**src/rtl/dig6_disp_arbiter.sv**
```systemverilog
// Shares a 6-digit 7-seg display among N_SRC requesters. Grants and digit data change only on frame boundaries.
// Optional DIG6_ARB_PREEMPT_EN: source 0 takes the display at the next frame boundary regardless of hold.
module dig6_disp_arbiter #(
  parameter int N_SRC       = 4,
  parameter int SCAN_DIV    = 50000,
  parameter int HOLD_FRAMES = 200
) (
  input  logic                clk,
  input  logic                rst_n,
  input  logic [N_SRC-1:0]    req,
  input  logic [N_SRC*24-1:0] src_dig,
  output logic [N_SRC-1:0]    gnt,
  output logic [N_SRC-1:0]    done,
  output logic                scan_tick,
  output logic [2:0]          scan_pos,
  output logic [23:0]         disp_dig,
  output logic                busy
);

  localparam int PW = $clog2(SCAN_DIV);
  localparam int OW = $clog2(N_SRC);
  localparam int HW = $clog2(HOLD_FRAMES + 1);

  typedef enum logic {ST_IDLE, ST_OWN} state_e;

  state_e              state_q, state_d;
  logic [PW-1:0]       presc_q;
  logic [2:0]          pos_q;
  logic [OW-1:0]       owner_q, owner_d;
  logic [N_SRC-1:0]    gnt_q, gnt_d;
  logic [N_SRC-1:0]    done_q, done_d;
  logic [23:0]         disp_q, disp_d;
  logic [HW-1:0]       hold_q, hold_d;

  logic                fb;
  logic                rel;
  logic [OW:0]         pick;
  logic [N_SRC-1:0]    own_oh;
  logic [N_SRC-1:0]    others;

  // Returns {found, index} of the first set bit searching upward from (from+1) mod N_SRC.
  function automatic logic [OW:0] rr_pick(input logic [N_SRC-1:0] mask, input logic [OW-1:0] from);
    logic [OW:0]   r;
    logic [OW-1:0] jj;
    int            j;
    r = '0;
    for (int i = N_SRC - 1; i >= 0; i--) begin
      j  = (int'(from) + 1 + i) % N_SRC;
      jj = OW'(j);
      if (mask[jj]) r = {1'b1, jj};
    end
    return r;
  endfunction

  assign scan_tick = (presc_q == PW'(SCAN_DIV - 1));
  assign fb        = scan_tick && (pos_q == 3'd5);

  always_ff @(posedge clk or negedge rst_n) begin
    if (!rst_n) begin
      presc_q <= '0;
      pos_q   <= '0;
    end else begin
      presc_q <= scan_tick ? '0 : presc_q + PW'(1);
      if (scan_tick) pos_q <= (pos_q == 3'd5) ? 3'd0 : pos_q + 3'd1;
    end
  end

  always_ff @(posedge clk or negedge rst_n) begin
    if (!rst_n) begin
      state_q <= ST_IDLE;
      owner_q <= OW'(N_SRC - 1);
      gnt_q   <= '0;
      done_q  <= '0;
      disp_q  <= 24'hFFFFFF;
      hold_q  <= '0;
    end else begin
      state_q <= state_d;
      owner_q <= owner_d;
      gnt_q   <= gnt_d;
      done_q  <= done_d;
      disp_q  <= disp_d;
      hold_q  <= hold_d;
    end
  end

  always_comb begin
    state_d = state_q;
    owner_d = owner_q;
    gnt_d   = gnt_q;
    done_d  = '0;
    disp_d  = disp_q;
    hold_d  = hold_q;
    rel     = 1'b0;
    pick    = '0;
    own_oh  = {{(N_SRC-1){1'b0}}, 1'b1} << owner_q;
    others  = req & ~own_oh;

    if (fb) begin
      case (state_q)
        ST_IDLE: begin
          pick = rr_pick(req, owner_q);
        end
        ST_OWN: begin
          rel = !req[owner_q] || ((int'(hold_q) + 1 >= HOLD_FRAMES) && (|others));
`ifdef DIG6_ARB_PREEMPT_EN
          if (req[0] && (owner_q != '0)) rel = 1'b1;
`endif
          if (rel) begin
            done_d = own_oh;
            // The outgoing owner is only a candidate when nobody else is asking.
            pick   = rr_pick((|others) ? others : req, owner_q);
`ifdef DIG6_ARB_PREEMPT_EN
            if (req[0] && (owner_q != '0)) pick = {1'b1, {OW{1'b0}}};
`endif
          end else begin
            disp_d = src_dig[int'(owner_q)*24 +: 24];
            if (int'(hold_q) < HOLD_FRAMES) hold_d = hold_q + HW'(1);
          end
        end
        default: ;
      endcase

      if (pick[OW]) begin
        state_d = ST_OWN;
        owner_d = pick[OW-1:0];
        gnt_d   = {{(N_SRC-1){1'b0}}, 1'b1} << pick[OW-1:0];
        disp_d  = src_dig[int'(pick[OW-1:0])*24 +: 24];
        hold_d  = '0;
      end else if (rel) begin
        state_d = ST_IDLE;
        gnt_d   = '0;
        disp_d  = 24'hFFFFFF;
        hold_d  = '0;
      end
    end
  end

  assign gnt      = gnt_q;
  assign done     = done_q;
  assign scan_pos = pos_q;
  assign disp_dig = disp_q;
  assign busy     = |gnt_q;

endmodule

```
**config.mk**
```make
export PLATFORM = sky130hd
export DESIGN_NAME = dig6_disp_arbiter
export DESIGN_NICKNAME = d
export VERILOG_FILES = /design/src/rtl/dig6_disp_arbiter.sv
export SDC_FILE = /design/constraint.sdc
export NUM_CORES = 1
export LEC_CHECK = 0
export CAP_MARGIN = 20
export CORE_ASPECT_RATIO = 1.4
export CORE_MARGIN = 5
export CORE_UTILIZATION = 41
export DETAILED_ROUTE_END_ITERATION = 10
export PLACE_DENSITY = 0.7
export SLEW_MARGIN = 5
export SYNTH_ARGS = -nofsm -noshare
export SYNTH_HDL_FRONTEND = slang
export SYNTH_SLANG_ARGS = --single-unit
```
**constraint.sdc**
```tcl
create_clock -name clk -period 11.7 [get_ports clk]
set_clock_uncertainty 0.2 [all_clocks]
set_input_delay 3.51 -clock clk [delete_from_list [all_inputs] [get_ports clk]]
set_output_delay 3.51 -clock clk [all_outputs]
set_load 0.005 [all_outputs]
```
Word-level counts from Yosys, hierarchy flattened

Index checks and enable logic that the tools add are counted.

Memories kept: 0
Bits in writable memories: 0
Output and inout port bits: 37
Latch bits: 0
Flip-flop bits (word level): 62
Memory bits (read-only): 0
Logic and storage cells: 98
Input bits: 102

Shift operators: 4
$add $sub $neg: 8
Bitwise logic cells: 3
Order comparisons: 7
Muxes and demuxes: 50
Multipliers: 2
Eq/ne operators: 3
Div/mod/pow operators: 0
Reduce and logical (&&, ||, !) cells: 13

Operators with widths:

| kind                                                                                | number |
|---|---|
| 96-bit by 8-bit variable part select with 24-bit output                             | 2 |
| 24-bit two-way mux                                                                  | 4 |
| 8-bit two-way mux                                                                   | 5 |
| 3-bit two-way mux                                                                   | 11 |
| 4-bit two-way mux                                                                   | 6 |
| 1-bit binary-select mux with 2-bit select                                           | 9 |
| 16-bit by 1-bit adder with 16-bit output, second input constant                     | 1 |
| 16-bit == test, second input constant                                               | 1 |
| 16-bit two-way mux                                                                  | 1 |
| 2-bit by 3-bit < comparator with 1-bit output, second input constant                | 5 |
| 1-bit two-way mux                                                                   | 13 |
| 8-bit by 1-bit adder with 9-bit output, second input constant                       | 1 |
| 9-bit by 8-bit greater-or-equal comparator with 1-bit output, second input constant | 1 |
| 8-bit by 1-bit adder with 8-bit output, second input constant                       | 1 |
| 8-bit < comparator, second input constant                                           | 1 |
| 2-bit by 2-bit multiplier with 4-bit output, second input constant                  | 2 |
| 4-bit OR reduction                                                                  | 2 |
| 1-bit by 2-bit << shifter with 4-bit output, first input constant                   | 2 |
| 3-bit one-hot mux with 2 select lines                                               | 1 |
| 3-bit nonzero test                                                                  | 2 |
| 2-bit by 1-bit adder with 2-bit output, second input constant                       | 2 |
| 2-bit adder, second input constant                                                  | 2 |
| 4-bit bitwise AND                                                                   | 1 |
| 4-bit inverter                                                                      | 1 |
| other kinds (11)                                                                    | 13 |

Longest topological paths before layout

Depth in word-level cells: 17
Depth in mapped cells: 15
Gate-level depth less buffers: 9

Worst setup path before layout

OpenSTA, ideal clock, no wires.

Path type: input to register
Start point: input req[3]
End point: register disp_q[14], in the netlist disp_dig[14]
Stages on the path: 11
Setup slack: 5,944 ps
Data arrival time: 5,464 ps
Path buffers: 4
Data required time: 11,408 ps
Library setup time: 92 ps
Path through: buf_6 -> nor2b_4 -> or4_1 -> o211ai_1 -> a221oi_2 -> buf_6 -> a21o_1 -> buf_6 -> buf_6 -> a2111oi_2 -> nor3_1

Cells in the longest elaborated chain, start to end: 15
Elaborated cells between the ends (all ways): 44
Those cells by class: mul: 1; eq/ne: 1; shift: 1; mux: 34; bitwise: 1; reduce/logical: 6

RTL lines:

| what                                                    | line     | source |
|---|---|---|
| start: declaration                                      | 10       | `input logic [N_SRC-1:0] req,` |
| 4-bit bitwise AND                                       | 96       | `others = req & ~own_oh;` |
| 4-bit OR reduction                                      | 104, 111 |  |
| 4-bit two-way mux                                       | 111      | `pick = rr_pick((\|others) ? others : req, owner_q);` |
| 1-bit binary-select mux with 2-bit select               | 50       | `if (mask[jj]) r = {1'b1, jj};` |
| 1-bit two-way mux (not written as such)                 | 50       |  |
| 3-bit two-way mux (4 in series)                         | 50       |  |
| 3-bit two-way mux                                       | 108      | `if (rel) begin` |
| 3-bit one-hot mux with 2 select lines                   | 99       | `case (state_q)` |
| 3-bit two-way mux                                       | 98       | `if (fb) begin` |
| 2-bit by 2-bit multiplier with 4-bit output             | 127      | `disp_d = src_dig[int'(pick[OW-1:0])*24 +: 24];` |
| 96-bit by 8-bit variable part select with 24-bit output | 127      |  |
| 24-bit two-way mux                                      | 123      | `if (pick[OW]) begin` |
| end signal: assignment                                  | 81       | `disp_q <= disp_d;` |
| end: declaration                                        | 32       | `logic [23:0] disp_q, disp_d;` |

Parallel ways exist; a longest one is shown, timed or not. The select of a mux whose other input is x is not followed.
A chain may end at the register's enable or synchronous reset.

Final worst setup path

Start point: input req[3]
End point: register disp_q[17], in the netlist disp_dig[17]

The elaborated chain is that of the path after synthesis.

==> flow_metrics.tcl <==
set metrics [dict create \
    hold_depth 1 \
    die_w_um 103.7 \
    grt_pass1_wl_um 26940 \
    fin_ws_ns 4.343 \
    ctsLongestPathBuffers 2 \
    ir_worst_vdd_mv 0.07815 \
    die_h_um 141.2 \
    syn_area_per_cell_sq_um 9.597 \
    place_congestion 0.8474 \
    grt-ovfl-total 0 \
    root_buffer "clkbuf_16" \
    cp.arrival_ns 7.41 \
    r2r_slack_ns 6.62 \
    rows 48 \
    drv_cap 0 \
    die_area_sq_mm 0.01464 \
    drc_errors 0 \
    startpoint_type "input pin" \
    vias 5061 \
    netlist_instances 525 \
    critPathKind "in2reg" \
    ctsResizeCount 0 \
    ios 139 \
    h-tree-depth 3 \
    dr.pass1.iters 5 \
    syn_area_sq_mm 0.005039 \
    period_minus_slack_ns 7.357 \
    yosysWarnings 0 \
    clkSinkCount 62 \
    start_util_pct 41.33 \
    hold_violations 0 \
    cts_buffers 9 \
    vias_per_cell 6.366 \
    power_density_mw_per_mm2 103.5 \
    synth-edff-count 0 \
    syn-num-nets 634 \
    fin_nets 748 \
    cp_max_fo 29 \
    ys_seq_elements 62 \
    timing.rr.start "owner_q[1]" \
    hp-start "presc_q[0]" \
    grt_usage_pct 22.50 \
    hold_class "reg2reg" \
    ys.flop_type "dfrtp_1" \
    ys_async_sr_fraction_pct 100.0 \
    seq_area_frac_synth_pct 31.44 \
    layout_commonest_cell "clkdlybuf4s50_1" \
    min_to "presc_q[0]" \
    cts_setup_buffers 0 \
    worstMarginPinSlew_ns 1.248 \
    r2r_cells 10 \
    crit_path_end_kind "flop" \
    routed_wirelength_um 16780 \
    netlist_top_cells_area "dfrtp_1 18%, dfstp_2 14%, mux4_2 11%" \
    grt_start_max_net_pins 63 \
    setup_viol 0 \
    clk_pin_slew_ns 0.06 \
    area_growth_pct 35.26 \
    clock_latency_ns 0.33 \
    cts_tree "yes" \
    final_cell_mix "137 x clkdlybuf4s50_1, 48 x inv_1, 39 x a211oi_1, 36 x dfrtp_1, 28 x a2111oi_0" \
    wl_per_cell_um 21.10 \
    rsz0062_at_grt "false" \
    dp_hpwl_um 11690 \
    drt_iter0_drc 392 \
    drive_gt1_share_pct 18.32 \
    cp.required_ns 11.75 \
    yosys.area.top_type_share_pct 17.88 \
    holdBufCountCts 0 \
    period_share_pct 62.88 \
    timing.rr.end "disp_dig[17]" \
    slew_headroom_pct 16.81 \
    portBuffers 138 \
    ys_types 64 \
    grt_pass1_vias 5212 \
    ant_nets 0 \
    finalSetupTns_ns 0 \
    fin_util_pct 55.90 \
    p_leak_nw 2.551 \
    fmax_mhz 135.9 \
    slew_violations 0 \
    place_ws_ns 4.182 \
    coreArea_sq_mm 0.01219 \
    synth_top_cell_by_area "dfrtp_1" \
    antenna_found_initial 1 \
    status "complete, no violations" \
]
## per-stage QoR
stage | cell area (sq um) | hold slack (ns) | power, mW | std cells
floorplan | 5039 | 0.2251 | 0.3316 | 525
global placement | 6454 | 0.2404 | 0.4114 | 776
detailed placement | 6469 | 0.2731 | 0.4150 | 777
CTS | 6793 | 0.2809 | 0.7054 | 793
global route | 6815 | 0.3137 | 0.7325 | 795
finish | 6815 | 0.2733 | 0.7055 | 795
## Yosys cell counts (all sizes together) (10+ instances only)
library cell,count
nor2,22
a211oi,39
o22ai,26
o21ai,28
clkbuf,25
a21oi,21
buf,22
a2111oi,47
nand3,10
inv,48
nor3,26
mux4,25
dfrtp,36
dfstp,26
nand2,20
## cells by family after synthesis
group / Yosys count / share of synthesized area [%]
compound gates: 191 / 29.87
xor+xnor: 13 / 2.260
fa+ha+maj: 7 / 1.738
buf+inv: 95 / 8.368
flops: 62 / 31.44
mux: 29 / 12.02
simple gates: 128 / 14.30
## metal layers
layer / vias to the layer above / wire, um / global-route usage, %
met3: 33 / 1063 / 3.894
met1: 2490 / 6581 / 27.47
met2: 256 / 8719 / 39.15
li1: 2282 / - / -
met4: 0 / 414 / 9.345
met5: - / 0 / 0
## area by class of cell
| class | count | area, sq um |
|---|---|---|
| Antenna cell | 1 | 2.502 |
| Clock buffer | 9 | 225.2 |
| Clock inverter | 7 | 98.84 |
| Fill cell | 1064 | 5376 |
| Inverter | 48 | 180.2 |
| Multi-Input combinational cell | 368 | 3050 |
| Sequential cell | 62 | 1584 |
| Tap cell | 150 | 187.7 |
| Timing Repair Buffer | 150 | 1486 |
## sequential cells by signal, summed over array words and instances, names as in the netlist
| register | count |
|---|---|
| owner_q | 2 |
| disp_dig | 24 |
| gnt | 4 |
| scan_pos | 3 |
| state_q | 1 |
| done | 4 |
| hold_q | 8 |
| presc_q | 16 |
## report_power, final
part           internal [mW]  total, mW  switching, mW
clock network          0.187      0.290          0.103
logic                 0.0870      0.174         0.0871
registers              0.231      0.241         0.0107
total                  0.505      0.705          0.201
## worst max path at each step
stage	startpoint	endpoint	slack (ns)
2_1_floorplan	req[3]	disp_dig[14]	5.94
3_3_place_gp	req[3]	disp_dig[12]	4.33
3_5_place_dp	req[3]	disp_dig[17]	4.18
4_1_cts	req[3]	disp_dig[17]	4.53
5_1_grt	req[0]	disp_dig[17]	4.13
6_report	req[3]	disp_dig[17]	4.34
## critical path, stage by stage
cell and delay [ns]:
clkdlybuf4s50_1 0.70, nand2b_1 0.21, a41oi_1 0.33, o22ai_1 0.16, a221oi_4 1.04, a21o_1 0.63, buf_4 0.42, a2111oi_0 0.17
nor3_1 0.23
(Power assumes the default switching activity.)
